`src/rtl/matmul_pkg.sv`:
```
// Shared types and sizes for the 2x2 matrix-multiply sequencer.
package matmul_pkg;

    localparam int EW     = 4;               // operand element width
    localparam int RW     = 9;               // result width, holds 2*15*15 = 450
    localparam int N_ELEM = 4;               // elements per 2x2 matrix
    localparam int IW     = $clog2(N_ELEM);  // element index width

    typedef enum logic [2:0] {
        IDLE,
        LOAD,
        MAC0,
        MAC1,
        CAPT,
        OUT
    } state_t;

endpackage

```
`src/rtl/matmul_operand_regs.sv`:
```
// Four packed {A,B} operand slots: one write port, independent A and B reads.
module matmul_operand_regs
    import matmul_pkg::*;
(
    input  logic            clk,
    input  logic            rst,
    input  logic            we,
    input  logic [IW-1:0]   waddr,
    input  logic [2*EW-1:0] wdata,
    input  logic [IW-1:0]   raddr_a,
    input  logic [IW-1:0]   raddr_b,
    output logic [EW-1:0]   rd_a,
    output logic [EW-1:0]   rd_b
);

    logic [N_ELEM-1:0][2*EW-1:0] slot;

    // Slot storage, cleared by reset, written one beat at a time.
    always_ff @(posedge clk) begin
        if (rst)
            slot <= '0;
        else if (we)
            slot[waddr] <= wdata;
    end

    // A lives in the upper nibble, B in the lower nibble of each slot.
    assign rd_a = slot[raddr_a][2*EW-1:EW];
    assign rd_b = slot[raddr_b][EW-1:0];

endmodule

```
`src/rtl/matmul_seq_ctrl.sv`:
```
// Sequencer for a 2x2 multiply on an external MAC: load 4 beats, then per
// result element run clear-MAC, accumulate-MAC, capture, and output.
module matmul_seq_ctrl
    import matmul_pkg::*;
(
    input  logic          clk,
    input  logic          rst,
    input  logic          ena,
    input  logic          start,
    input  logic          load_valid,
    input  logic [7:0]    load_data,
    output logic          load_ready,
    output logic [EW-1:0] mac_a,
    output logic [EW-1:0] mac_b,
    output logic          mac_clr,
    output logic          mac_en,
    input  logic [RW-1:0] mac_acc,
    output logic          res_valid,
    input  logic          res_ready,
    output logic [RW-1:0] res_data,
    output logic [IW-1:0] res_idx,
    output logic          busy,
    output logic          done
);

    state_t        state, state_d;
    logic [IW-1:0] k, n;
    logic [RW-1:0] res_q;
    logic [IW-1:0] raddr_a, raddr_b;
    logic [EW-1:0] rd_a, rd_b;
    logic          load_fire, out_fire;

    // Handshakes only complete while enabled and in their owning state.
    assign load_fire = ena && (state == LOAD) && load_valid;
    assign out_fire  = ena && (state == OUT) && res_ready;

    matmul_operand_regs u_regs (
        .clk     (clk),
        .rst     (rst),
        .we      (load_fire),
        .waddr   (k),
        .wdata   (load_data),
        .raddr_a (raddr_a),
        .raddr_b (raddr_b),
        .rd_a    (rd_a),
        .rd_b    (rd_b)
    );

    // State, beat/element counters and the captured result.
    always_ff @(posedge clk) begin
        if (rst) begin
            state <= IDLE;
            k     <= '0;
            n     <= '0;
            res_q <= '0;
        end else begin
            state <= state_d;
            if (ena && state == IDLE && start) begin
                k <= '0;
                n <= '0;
            end
            if (load_fire)
                k <= k + 2'd1;
            if (ena && state == CAPT)
                res_q <= mac_acc;
            if (out_fire)
                n <= n + 2'd1;
        end
    end

    // Next-state selection; ena low freezes the FSM.
    always_comb begin
        state_d = state;
        if (ena) begin
            unique case (state)
                IDLE:    if (start) state_d = LOAD;
                LOAD:    if (load_valid && k == 2'd3) state_d = MAC0;
                MAC0:    state_d = MAC1;
                MAC1:    state_d = CAPT;
                CAPT:    state_d = OUT;
                OUT:     if (res_ready) state_d = (n == 2'd3) ? IDLE : MAC0;
                default: state_d = IDLE;
            endcase
        end
    end

    // Operand selection and MAC control; n = 2i+j picks row i, column j.
    always_comb begin
        raddr_a = '0;
        raddr_b = '0;
        mac_a   = '0;
        mac_b   = '0;
        mac_en  = 1'b0;
        mac_clr = 1'b0;
        if (state == MAC0) begin
            raddr_a = {n[1], 1'b0};
            raddr_b = {1'b0, n[0]};
            mac_a   = rd_a;
            mac_b   = rd_b;
            mac_en  = ena;
            mac_clr = ena;
        end else if (state == MAC1) begin
            raddr_a = {n[1], 1'b1};
            raddr_b = {1'b1, n[0]};
            mac_a   = rd_a;
            mac_b   = rd_b;
            mac_en  = ena;
        end
    end

    assign load_ready = ena && (state == LOAD);
    assign res_valid  = (state == OUT);
    assign res_data   = res_q;
    assign res_idx    = n;
    assign busy       = (state != IDLE);
    assign done       = out_fire && (n == 2'd3);

endmodule

```
`config.mk`:
```
export PLATFORM = sky130hd
export DESIGN_NAME = matmul_seq_ctrl
export DESIGN_NICKNAME = d
export VERILOG_FILES = /design/src/rtl/matmul_pkg.sv /design/src/rtl/matmul_operand_regs.sv /design/src/rtl/matmul_seq_ctrl.sv
export SDC_FILE = /design/constraint.sdc
export NUM_CORES = 1
export LEC_CHECK = 0
export BUFFER_PORTS_ARGS = -buffer_cell sky130_fd_sc_hd__buf_2
export CELL_PAD_IN_SITES_DETAIL_PLACEMENT = 0
export CELL_PAD_IN_SITES_GLOBAL_PLACEMENT = 1
export CORE_MARGIN = 5
export CORE_UTILIZATION = 30
export DETAILED_ROUTE_END_ITERATION = 6
export PLACE_DENSITY_LB_ADDON = 0.05
export SYNTH_ARGS = -nofsm -noshare
export SYNTH_HDL_FRONTEND = slang
export SYNTH_SLANG_ARGS = --single-unit
```
`constraint.sdc`:
```
create_clock -name clk -period 3.7 [get_ports clk]
set_clock_uncertainty 0.1 [all_clocks]
set_input_delay 0.37 -clock clk [delete_from_list [all_inputs] [get_ports clk]]
set_output_delay 0.37 -clock clk [all_outputs]
set_load 0.01 [all_outputs]
```
==> impl_metrics.py <==
metrics = {
    "cts": {
        "clk_pin_slew_worst_paths_ps": 90,
        "htreeDepth": 2,
        "cts_hold_buf": 0,
        "cts_tree": "done",
        "cts_buffers": 5,
        "root_buffer": "clkbuf_8",
        "clk_latency_ps": 300,
        "cts_setup_buffers": 0,
        "cts_resized": 0,
        "numClockSinks": 48,
        "clk_path_buf_depth": 2,
    },
    "floorplan": {
        "num_io_pins": 48,
        "die_y_um": 98.8,
        "fp.dieW_um": 98.8,
        "core_um2": 7690,
        "fp-row-count": 32,
        "start_util": 0.308,
        "die_area_um2": 9760,
    },
    "setup_path": {
        "max_stage_delay_ps": 910,
        "cp_max_fo": 18,
        "ff2ff_path_depth": 3,
        "cp.arrival_ps": 2160,
        "reg2reg_slack_ps": 1420,
        "crit_chain": "nor2b_4 -> nand4_2 -> nor2_1 -> buf_2",
        "endpoint_kind": "output pin",
        "cp.required_ps": 3230,
        "start_kind": "register",
        "rr_startpoint": "state[0]",
        "r2r-end": "u_regs.slot[29]",
        "cp_slowest_cell": "dfxtp_1",
        "path_class": "register to output pin",
    },
    "layout": {
        "diodes": 0,
        "final_core_util": 0.352,
        "final_nets": 293,
        "area_growth_syn_to_layout_pct": 14.4,
        "drive_gt1_frac": 0.256,
    },
    "detailed_routing": {
        "drt_first_iter_violations": 58,
        "wire_per_inst_um": 15.2,
        "firstDrtPassIters": 4,
        "routed_via_density": 4.56,
        "ant_nets": 0,
        "via_count": 1677,
        "drc": 0,
        "drt_wl_total_um": 5600,
    },
    "global_routing": {
        "grt_max_degree": 42,
        "antenna_found_initial": 0,
        "grt_pass1_vias": 1717,
        "track_usage": 0.121,
        "grt-ovfl-total": 0,
        "grt_pass1_wl_um": 9340,
    },
    "timing": {
        "worstMarginPinSlew_ps": 877,
        "fin_crit_sh": 0.711,
        "rsz0062_at_grt": "no",
        "maxSlewViolCount": 0,
        "tns_ps": 0,
        "hold_violations": 0,
        "setup_viol": 0,
        "period_needed_ps": 2630,
        "fmax_mhz": 380,
        "slew_headroom": 0.414,
    },
    "pwr": {
        "power_w": 0.000982,
        "ir_drop_uv": 145,
        "p_per_area_nw_per_um2": 363,
        "p_leak_nw": 1.26,
    },
    "placed_design": {
        "dp_hpwl_um": 3820,
        "gp_congestion": 0.710,
        "portBuffers": 47,
    },
    "synthesis": {
        "synth_ff_type": "dfxtp_1",
        "synth_warnings": 0,
        "seq_area_frac_synth": 0.406,
        "synth.distinct_cells": 34,
        "async_flop_share": 0,
        "synth_fp_nets": 252,
        "synth.ff_latch_count": 48,
        "netlist_area_um2": 2360,
        "syn-instance-count": 224,
        "synth-edff-count": 0,
        "syn_avg_cell_area_um2": 10.6,
    },
    "worst_hold_path": {
        "hold_path_class": "input pin to register",
        "hold_start": "mac_acc[2]",
        "min_to": "res_data[2]",
        "whs_path_depth": 3,
    },
    "run": {
        "cap_violations": 0,
    },
    "outcome": {
        "status": "finished clean",
    },
}
==> per-layer routing <==
| metal | part of all wire | vias up | global-route usage |
|---|---|---|---|
| met5 | 0 | - | 0 |
| met2 | 0.45 | 32 | 0.185 |
| met3 | 0.044 | 4 | 0.0297 |
| met4 | 0.010 | 0 | 0.0347 |
| met1 | 0.50 | 774 | 0.170 |
| li1 | - | 867 | - |
==> power by group <==
| group | leakage [nW] | total, W | switching [W] | internal [W] |
|---|---|---|---|---|
| clock network | 0.0434 | 0.000336 | 0.000184 | 0.000152 |
| registers | 0.387 | 0.000542 | 0.0000190 | 0.000523 |
| logic | 0.827 | 0.000105 | 0.0000609 | 0.0000438 |
==> cells in the final DEF, fill, tap and decap left out, types with 2 or more instances in the layout <==
cell type	Yosys	routed
a21oi_1	12	12
and2_1	2	2
and3_1	2	2
buf_2	1	47
clkbuf_8	2	6
clkinvlp_4	0	2
dfxtp_1	48	48
ha_1	5	5
inv_1	3	3
mux2i_1	33	33
mux4_1	8	8
nand2_1	20	20
nand2b_1	3	3
nand3_1	7	7
nand4_4	3	3
nor2_1	38	38
nor2b_1	9	9
o21ai_0	2	2
o31ai_1	3	3
==> cells in the mapped netlist (2+ instances only) <==
master,n,share of area
a21oi_1,12,0.025
mux4_1,8,0.089
o31ai_1,3,0.0095
clkbuf_8,2,0.012
nor2b_1,9,0.024
ha_1,5,0.026
and3_1,2,0.0053
nand2b_1,3,0.0079
nand3_1,7,0.015
nand2_1,20,0.032
and2_1,2,0.0053
inv_1,3,0.0048
clkbuf_1,4,0.0063
buf_6,5,0.024
mux2i_1,33,0.14
nand4_4,3,0.027
nor2_1,38,0.060
o21ai_0,2,0.0042
dfxtp_1,48,0.41
==> state kept, by name (all words and copies together) (netlist names) <==
| register | count |
|---|---|
| res_data | 9 |
| u_regs.slot | 32 |
| k | 2 |
| state | 3 |
| res_idx | 2 |
==> worst max-delay path, delay by kind of cell, from the launching register on <==
| kind | cells | cell delay (ps) |
|---|---|---|
| buffers and inverters | 1 | 140 |
| AND/OR/NAND/NOR | 3 | 820 |
| flip-flops | 1 | 910 |
==> layout make-up <==
cell class / instances / area, um2
fillers: 816 / 4980
repair buffers: 48 / 243
well taps: 102 / 128
clock inverters: 2 / 15.0
flip-flops and latches: 48 / 961
multi-input cells: 158 / 1260
inverters: 4 / 15.0
clock buffers: 6 / 82.6
==> how the worst max path moves through the flow <==
| stage | from | to | slack, ps | cells past startpoint |
|---|---|---|---|---|
| 6_report | state[0] | done | 1070 | 4 |
| 2_1_floorplan | res_idx[1] | mac_a[0] | 2040 | 2 |
| 4_1_cts | state[0] | done | 1010 | 4 |
| 3_3_place_gp | state[0] | mac_b[2] | 1380 | 3 |
| 3_5_place_dp | state[0] | done | 1370 | 4 |
| 5_1_grt | state[0] | done | 870 | 4 |
==> logic make-up after synthesis <==
kind of cell	count (synthesis)	share of synthesized area
buffers and inverters	18	0.0603
AOI/OAI and AO/OA	21	0.0640
and+or+nand+nor	91	0.214
DFF	48	0.406
adders and majority gates	5	0.0265
muxes	41	0.229
==> per-stage QoR <==
step | hold slack (ps) | area, um2 | instances | setup slack [ps]
floorplan | 352 | 2360 | 224 | 2040
CTS | 189 | 2710 | 368 | 1010
global route | 193 | 2710 | 368 | 870
detailed placement | 345 | 2610 | 360 | 1370
finish | 202 | 2710 | 368 | 1070
global placement | 343 | 2610 | 360 | 1380
Note: power is estimated with default switching activity, not from simulation.
